**src/rtl/ctrl_pkg.sv**
```systemverilog
// Shared control-unit types: state width, next-state and condition encodings.
package ctrl_pkg;

  localparam int unsigned STATE_W = 6;
  localparam int unsigned CNT_W   = 8;

  typedef logic [STATE_W-1:0] state_t;

  typedef enum logic [1:0] {
    NS_ENC = 2'b00,
    NS_INC = 2'b01,
    NS_JMP = 2'b10,
    NS_CBR = 2'b11
  } ns_sel_e;

  typedef enum logic [1:0] {
    CS_MOC  = 2'b00,
    CS_COND = 2'b01,
    CS_ONE  = 2'b10,
    CS_ZERO = 2'b11
  } cond_sel_e;

  // Encoder output reserved for opcodes with no microcode
  localparam state_t UNIMPL_STATE = 6'd63;

endpackage

```
**src/rtl/next_state_mux.sv**
```systemverilog
// Candidate next-state selection: condition select/invert and source mux.
module next_state_mux
  import ctrl_pkg::*;
(
  input  logic [STATE_W-1:0] state,
  input  logic [STATE_W-1:0] enc_state,
  input  logic [1:0]         ns_sel,
  input  logic [1:0]         cond_sel,
  input  logic               inv,
  input  logic [STATE_W-1:0] target,
  input  logic               moc,
  input  logic               cond_true,
  output logic [STATE_W-1:0] nxt_c
);

  logic   cond_raw;
  logic   cond;
  state_t state_inc;

  // Select the branch condition and apply optional inversion
  always_comb begin
    cond_raw = 1'b0;
    case (cond_sel_e'(cond_sel))
      CS_MOC:  cond_raw = moc;
      CS_COND: cond_raw = cond_true;
      CS_ONE:  cond_raw = 1'b1;
      CS_ZERO: cond_raw = 1'b0;
      default: cond_raw = 1'b0;
    endcase
    cond = cond_raw ^ inv;
  end

  // Source mux; increment wraps modulo 64
  always_comb begin
    state_inc = state + STATE_W'(1);
    nxt_c     = state_inc;
    case (ns_sel_e'(ns_sel))
      NS_ENC:  nxt_c = enc_state;
      NS_INC:  nxt_c = state_inc;
      NS_JMP:  nxt_c = target;
      NS_CBR:  nxt_c = cond ? target : state_inc;
      default: nxt_c = state_inc;
    endcase
  end

endmodule

```
**src/rtl/micro_sequencer.sv**
```systemverilog
// Microprogram sequencer: control-state register with illegal-opcode and
// memory-wait timeout traps into a common fault state.
module micro_sequencer
  import ctrl_pkg::*;
#(
  parameter int unsigned RESET_STATE = 0,
  parameter int unsigned FAULT_STATE = 62,
  parameter int unsigned MOC_TIMEOUT = 15
) (
  input  logic               clk,
  input  logic               reset,
  input  logic [STATE_W-1:0] enc_state,
  input  logic [1:0]         ns_sel,
  input  logic [1:0]         cond_sel,
  input  logic               inv,
  input  logic [STATE_W-1:0] target,
  input  logic               moc,
  input  logic               cond_true,
  input  logic               hold,
  output logic [STATE_W-1:0] state,
  output logic               illegal,
  output logic               bus_fault
);

  localparam state_t           RST_S = STATE_W'(RESET_STATE);
  localparam state_t           FLT_S = STATE_W'(FAULT_STATE);
  localparam logic [CNT_W-1:0] TO_C  = CNT_W'(MOC_TIMEOUT);

  state_t           nxt_c;
  state_t           state_d;
  logic [CNT_W-1:0] cnt;
  logic [CNT_W-1:0] cnt_d;
  logic             illegal_d;
  logic             bus_fault_d;

  next_state_mux u_mux (
    .state     (state),
    .enc_state (enc_state),
    .ns_sel    (ns_sel),
    .cond_sel  (cond_sel),
    .inv       (inv),
    .target    (target),
    .moc       (moc),
    .cond_true (cond_true),
    .nxt_c     (nxt_c)
  );

  // Trap priority and self-loop counting; hold freezes everything
  always_comb begin
    state_d     = state;
    cnt_d       = cnt;
    illegal_d   = 1'b0;
    bus_fault_d = 1'b0;
    if (!hold) begin
      if ((ns_sel == NS_ENC) && (enc_state == UNIMPL_STATE)) begin
        state_d   = FLT_S;
        cnt_d     = '0;
        illegal_d = 1'b1;
      end else if (nxt_c == state) begin
        if (cnt == TO_C) begin
          state_d     = FLT_S;
          cnt_d       = '0;
          bus_fault_d = 1'b1;
        end else begin
          cnt_d = cnt + CNT_W'(1);
        end
      end else begin
        state_d = nxt_c;
        cnt_d   = '0;
      end
    end
  end

  // State, loop counter and trap pulses, synchronous active-low reset
  always_ff @(posedge clk) begin
    if (!reset) begin
      state     <= RST_S;
      cnt       <= '0;
      illegal   <= 1'b0;
      bus_fault <= 1'b0;
    end else begin
      state     <= state_d;
      cnt       <= cnt_d;
      illegal   <= illegal_d;
      bus_fault <= bus_fault_d;
    end
  end

endmodule

```
**config.mk**
```make
export PLATFORM = sky130hd
export DESIGN_NAME = micro_sequencer
export DESIGN_NICKNAME = d
export VERILOG_FILES = /design/src/rtl/ctrl_pkg.sv /design/src/rtl/next_state_mux.sv /design/src/rtl/micro_sequencer.sv
export SDC_FILE = /design/constraint.sdc
export NUM_CORES = 1
export LEC_CHECK = 0
export BUFFER_PORTS_ARGS = -buffer_cell sky130_fd_sc_hd__buf_2
export CORE_ASPECT_RATIO = 1.4
export CORE_MARGIN = 10
export CORE_UTILIZATION = 53
export DETAILED_ROUTE_END_ITERATION = 6
export PLACE_DENSITY = 0.8
export SKIP_CTS_REPAIR_TIMING = 1
export SYNTH_ARGS = -nofsm -noshare
export SYNTH_HDL_FRONTEND = slang
export SYNTH_SLANG_ARGS = --single-unit
```
**constraint.sdc**
```tcl
create_clock -name clk -period 2.6 [get_ports clk]
set_clock_uncertainty 0.05 [all_clocks]
set_input_delay 0 -clock clk [delete_from_list [all_inputs] [get_ports clk]]
set_output_delay 0 -clock clk [all_outputs]
set_load 0.01 [all_outputs]
```
==> qor.csv, run 1 <==
stage,metric,value,unit
critical_path,Crit Path Max Fanout,12,
synthesis,Netlist cell types,52,
finish,share of cells above drive strength 1,0.2802,
critical_path,Critical Path AT,2.57,ns
clocking,CTS H-Tree Depth,1,
detailed_routing,routed via count,1241,
placed_design,placed inst area,1383,um^2
global_routing,largest net degree at the start of global routing,20,
placed_design,Port Buffers,29,
finish,fill cell count,236,
detailed_routing,Routed WL,3.202,mm
clocking,total CTS buffers,3,
sta,relative slew slack,0.6977,
die,FP Rows,20,
pwr,PwrDens,433.2,nW/um^2
synthesis,Post-Synth XOR/XNOR Area,0.08417,
placed_design,Place WS,0.1284,ns
sta,"Worst Setup Slack, final",0.1681,ns
sta,Max Fclk,411.2,MHz
synthesis,fraction of registers with async set/reset,0,
pwr,Peak VDD IR,0.0002525,V
synthesis,largest cells by area after synthesis,"dfxtp_1, xnor2_1, nand2_1, a211oi_1, and3_2",
die,I/O Pins,30,
detailed_routing,ANT nets after route,0,
synthesis,mux cell area share after synthesis,0.01603,
detailed_routing,first drt pass iteration count,4,
synthesis,"Warnings, synthesis",0,
synthesis,Adder-Cell Fraction of Synth Area,0.02004,
hold_path,Worst Hold Class,primary input to register,
sta,"Slew Viols, Final",0,
synthesis,Post-Syn Area,1249,um^2
sta,Final TNS setup,0,ns
synthesis,syn_nets,178,
synthesis,register area share after synthesis,0.2565,
finish,n_diodes,0,
run_status,failing checks,hold timing,
synthesis,syn_area_per_cell,8.108,um^2
detailed_routing,routed len/inst,15.70,um
synthesis,Yosys top cell by area,dfxtp_1,
critical_path,CP Data Required Time,2.74,ns
synthesis,Most used DFF post-synth,dfxtp_1,
critical_path,"Critical Path, Cell by Cell",nand3_2 > or3_4 > a311oi_2 > or4_1 > nand2_1 > a41o_2 > a221oi_1,
finish,fin util,0.6455,
critical_path,crit start category,register,
synthesis,largest family of logic cells by synthesized area,simple AND/OR/NAND/NOR gates,
synthesis,number of synthesized flops with an enable pin,0,
critical_path,CP Class,register to register,
finish,cell area after layout,1421,um^2
global_routing,first-pass GRT wire length,5.409,mm
synthesis,Cells after Synth,154,
global_routing,vias in the first global route,1261,
sta,final setup fails,0,
placed_design,placed wire-length estimate,2.656,mm
die,core box area,2202,um^2
critical_path,FF-to-FF path depth,7,
placed_design,placed insts,200,
clocking,clk sinks,16,
synthesis,synthesized flop and latch total,16,
critical_path,CP max stage cell,dfxtp_1,
placed_design,Final GP Congestion,0.8750,
pwr,Leak Pwr,0.0006008,uW
detailed_routing,DR iter-0 viols,29,
clocking,clk root buf,clkbuf_4,
sta,final period utilization,0.9353,
run_status,status,"complete, but fails checks",
die,die area,4725,um^2
flow_run,Max Cap Viol,0,
sta,worst slew pin tran,0.4475,ns
synthesis,Post-Synth Simple-Gate Area,0.3307,
clocking,CTS max path bufs,2,
finish,Post-layout nets,207,
clocking,clk slew on worst S/H paths,0.09,ns
finish,Area Overhead vs Synth,13.83,%
detailed_routing,DR vias/cell,6.083,
critical_path,Crit. End Element,register,
sta,endpoints failing hold,2,
synthesis,post-synthesis compound-gate area fraction,0.2224,
die,Starting Density,0.5670,
finish,Non-Filler Instances,204,
detailed_routing,DRC viols,0,
global_routing,grt ovf,0,
clocking,CTS tree,built,
global_routing,initial antenna violation count,0,
critical_path,max incr delay on CP,0.47,ns
global_routing,Tot GR Track Use,0.1386,
die,DIE WIDTH,61.02,um
clocking,clk_lat worst skew,0.28,ns
sta,RSZ-0062 raised after global routing,no,
die,chip height,77.43,um
synthesis,area share of the largest cell type after synthesis,0.2565,
hold_path,hold path depth,3,
sta,WHS,-0.002622,ns
sta,final worst path period need,2.432,ns
## placed cells by master (no fill, tap or decap), types with 3 or more instances in the layout
cell	n
buf_2	29
dfxtp_1	15
nand2_1	14
xnor2_1	10
inv_1	8
nor2_1	8
nand3_1	7
a21oi_1	6
nor3_1	6
nand4_1	6
a211oi_1	5
and3_2	5
nor3b_1	4
nor2b_1	4
a221oi_1	4
clkbuf_4	3
## per-layer routing
metal | GRT usage | share of wire
met5 | 0 | 0
met4 | 0.07048 | 0.018
met3 | 0.01140 | 0.022
met2 | 0.2470 | 0.54
met1 | 0.1513 | 0.42
## logic make-up after synthesis
logic type / after synthesis
and+or+nand+nor: 71
AOI/OAI and AO/OA: 35
buffers and inverters: 16
DFF: 16
xor gates and xnor gates: 12
muxes: 2
adders and majority gates: 2
## synthesized netlist by cell type (2+ instances only)
library cell / n
a211oi_1: 5
o211ai_1: 2
xor2_1: 2
o221ai_1: 2
a221oi_1: 4
nand4b_1: 2
o21ai_0: 3
buf_4: 4
nand3b_1: 2
nor3_1: 6
inv_1: 8
nand3_1: 7
nor3b_1: 4
mux2i_1: 2
nand2_1: 14
ha_1: 2
dfxtp_1: 16
nand4_1: 6
xnor2_1: 10
and3_2: 5
nor2_1: 8
nor4_1: 2
nor2b_1: 4
a21oi_1: 6
## registers in the layout, summed over array words and instances (netlist names)
register and cells:
bus_fault 1, cnt 8, state 6, illegal 1
## per-stage QoR
| step | power [uW] | hold WS [ns] |
|---|---|---|
| final | 615.7 | -0.002622 |
| after global routing | 652.2 | 0.0007175 |
| after CTS | 616.0 | -0.004894 |
| after detailed placement | 455.1 | 0.2999 |
| after global placement | 450.3 | 0.2873 |
| after floorplan | 396.5 | 0.1892 |
## cell type report
class                   instances  area [um^2]  share of cell area
well taps                      22        27.53             0.01937
clock buffers                   4        36.28             0.02553
multi-input cells             122        842.1              0.5924
inverters                       9        33.78             0.02377
flip-flops and latches         16        321.6              0.2262
repair buffers                 31        160.2              0.1127
## worst max-delay path: cells and delay by family (launching register included)
family / cells / cell delay [ns]
compound gates: 3 / 1.01
simple gates: 4 / 0.81
flops: 1 / 0.47
## path summary, 6_finish.rpt
kind	startpoint	end	slack, ns
worst max-delay path	state[2]	state[3]	0.17
worst min-delay path	hold	cnt[1]	-0.003
worst max register to register	state[2]	state[3]	0.17
worst min register to register	cnt[1]	cnt[1]	0.46
## power by group
part | switching, uW | leakage (uW) | internal [uW]
combinational | 99.6 | 0.000449 | 79.7
clock | 79.9 | 0.0000210 | 85.2
sequential | 16.1 | 0.000131 | 255
total | 196 | 0.000601 | 420
Note: power is estimated with default switching activity, not from simulation.
==> run 2, diff against run 1 <==
--- a/config.mk
+++ b/config.mk
@@ -5,6 +5,7 @@
 export SDC_FILE = /design/constraint.sdc
 export NUM_CORES = 1
 export LEC_CHECK = 0
+export ABC_AREA = 1
 export BUFFER_PORTS_ARGS = -buffer_cell sky130_fd_sc_hd__buf_2
 export CORE_ASPECT_RATIO = 1.4
 export CORE_MARGIN = 10
==> qor.csv, run 2 <==
stage,metric,value,unit,change
run_status,status,"complete, but fails checks",,
run_status,failing checks,hold timing,,
sta,RSZ-0062 raised after global routing,no,,
clocking,CTS max path bufs,2,,unchanged
synthesis,fraction of registers with async set/reset,0,,unchanged
placed_design,Final GP Congestion,0.8260,,-5.6%
synthesis,syn_area_per_cell,6.630,um^2,-18%
critical_path,Crit. End Element,register,,
sta,WHS,-0.003047,ns,-0.0004249 ns
detailed_routing,DRC viols,0,,unchanged
sta,worst slew pin tran,0.4000,ns,-0.04752 ns
critical_path,crit start category,register,,
detailed_routing,routed len/inst,12.02,um,-23%
global_routing,vias in the first global route,1227,,-2.7%
clocking,clk root buf,clkbuf_4,,
finish,Post-layout nets,250,,+21%
pwr,part of the power in registers,0.468,,+0.028
global_routing,grt ovf,0,,unchanged
synthesis,Post-synth top cells,"nand2_1, nand3_1, inv_1",,
global_routing,Tot GR Track Use,0.1308,,-0.007757
clocking,CTS tree,built,,
die,FP Rows,21,,+5.0%
clocking,total CTS buffers,3,,unchanged
sta,endpoints failing hold,2,,unchanged
finish,Reg area,320.3,um^2,-0.39%
synthesis,Netlist cell types,34,,-35%
synthesis,Most used DFF post-synth,dfxtp_1,,
sta,final setup fails,0,,unchanged
finish,footprint of the multi-input gates,844.6,um^2,+0.30%
synthesis,synthesized flop and latch total,16,,unchanged
placed_design,Port Buffers,29,,unchanged
flow_run,Max Cap Viol,0,,unchanged
synthesis,Cells after Synth,194,,+26%
global_routing,initial antenna violation count,0,,unchanged
finish,"commonest non-fill, non-tap cell in the layout",nand2_1,,
finish,max reg flops,8,,unchanged
sta,relative slew slack,0.7311,,+0.03339
finish,Area Overhead vs Synth,13.91,%,about the same
synthesis,Post-Syn Area,1286,um^2,+3.0%
detailed_routing,routed via count,1281,,+3.2%
critical_path,CP Class,register to register,,
die,I/O Pins,30,,unchanged
detailed_routing,first drt pass iteration count,4,,unchanged
synthesis,most numerous cell in the Yosys netlist,nand2_1,,
critical_path,Critical Path AT,2.21,ns,-0.36 ns
pwr,Clk pwr share,0.220,,-0.048
pwr,PwrDens,390.1,nW/um^2,-9.9%
finish,largest registers,"cnt x8, state x6",,
sta,"Slew Viols, Final",0,,unchanged
synthesis,largest cells by area after synthesis,"dfxtp_1, nand2_1, nand3_1, inv_1, xor2_1",,
finish,n_diodes,0,,unchanged
die,die area,4825,um^2,+2.1%
synthesis,syn_nets,218,,+22%
die,DIE WIDTH,61.64,um,+1.0%
clocking,clk_lat worst skew,0.29,ns,about the same
die,Starting Density,0.5439,,-0.02313
synthesis,Yosys top cell by area,dfxtp_1,,
clocking,CTS H-Tree Depth,1,,unchanged
global_routing,largest net degree at the start of global routing,12,,-40%
clocking,clk sinks,16,,unchanged
pwr,switching share of power,0.3411,,+0.02326
finish,fin util,0.6196,,-0.02588
detailed_routing,ANT nets after route,0,,unchanged
placed_design,Place WS,0.5444,ns,+0.4160 ns
sta,final period utilization,0.7990,,-0.1363
finish,Biggest register,cnt,,
pwr,Leak Pwr,0.0006872,uW,+14%
finish,fill cell count,247,,+4.7%
finish,share of cells above drive strength 1,0.2723,,-0.007898
finish,"commonest cells after routing, fill and taps aside","nand2_1, buf_2, nand3_1, inv_1, dfxtp_1",,
sta,"Worst Setup Slack, final",0.5226,ns,+0.3544 ns
detailed_routing,DR iter-0 viols,30,,+3.4%
critical_path,CP Data Required Time,2.73,ns,about the same
synthesis,register area share after synthesis,0.2490,,-0.007486
synthesis,number of synthesized flops with an enable pin,0,,unchanged
sta,Final TNS setup,0,ns,unchanged
placed_design,placed wire-length estimate,2.538,mm,-4.5%
global_routing,first-pass GRT wire length,5.023,mm,-7.1%
detailed_routing,Routed WL,2.970,mm,-7.2%
synthesis,area share of the largest cell type after synthesis,0.2490,,-0.007486
clocking,clk slew on worst S/H paths,0.09,ns,about the same
critical_path,R2R Setup Slk,0.52,ns,+0.35 ns
die,chip height,78.29,um,+1.1%
hold_path,Worst Hold Class,primary input to register,,
pwr,Comb power frac,0.311,,+0.020
synthesis,"Warnings, synthesis",0,,unchanged
sta,Max Fclk,481.4,MHz,+17%
critical_path,Crit Path Max Fanout,8,,-4
pwr,Int Pwr,376.6,uW,-10%
die,core box area,2365,um^2,+7.4%
sta,final worst path period need,2.077,ns,-0.3544 ns
detailed_routing,DR vias/cell,5.186,,-15%
pwr,Sw Pwr,194.9,uW,-0.38%
pwr,Peak VDD IR,0.0003310,V,+31%
[run 2: cell families after synthesis]
| kind of cell | Yosys count | share of synthesized area |
|---|---|---|
| AO/OA/AOI/OAI | 14 | 0.07102 |
| buffers and inverters | 28 | 0.09435 |
| adder cells (fa/ha/maj) | 2 | 0.01945 |
| AND/OR/NAND/NOR | 126 | 0.5117 |
| flip-flops | 16 | 0.2490 |
| XOR/XNOR | 8 | 0.05448 |
[run 2: per-stage QoR]
step           total power, uW  instance area, um^2  std cells
2_1_floorplan            402.3                 1286        194
3_3_place_gp             448.8                 1433        243
3_5_place_dp             450.7                 1433        243
4_1_cts                  575.9                 1455        246
5_1_grt                  614.7                 1465        247
6_report                 571.5                 1465        247
[run 2: power by group through the flow]
stage	Clock, uW	Sequential (uW)	Combinational (uW)
after floorplan	0	275	127
after global placement	0	273	176
after detailed placement	0	274	177
after CTS	130	268	178
after global routing	142	270	203
final	126	268	178
[run 2: layout make-up]
cell class,instances,share of cell area
multi-input combinational,150,0.5764
clock buffer,3,0.01537
sequential,16,0.2186
timing repair buffer,30,0.1059
inverter,25,0.06405
tap,23,0.01964
[run 2: worst paths after layout]
check / from / endpoint / cells after the start
max: state[0] / state[0] / 14
min: reset / state[2] / 3
max reg2reg: state[0] / state[0] / 14
min reg2reg: cnt[1] / cnt[1] / 2
[run 2: critical path: stages, from the launching register on]
cell,delay [ns]
dfxtp_1,0.41
ha_1,0.21
nand3_1,0.10
xor2_1,0.17
o21ai_1,0.13
nand3b_1,0.14
nand2_1,0.08
nand2_1,0.06
nand2_1,0.05
nor2_2,0.12
nand4_2,0.14
nand2_4,0.16
nand2_1,0.07
nand2_1,0.06
nor2_1,0.04
[run 2: layer usage]
layer	GRT usage	routed length [um]	vias to the layer above
li1	-	-	687
met1	0.1267	1069	550
met2	0.2420	1554	36
met3	0.03382	270	8
met4	0.05830	76	0
met5	0	0	-
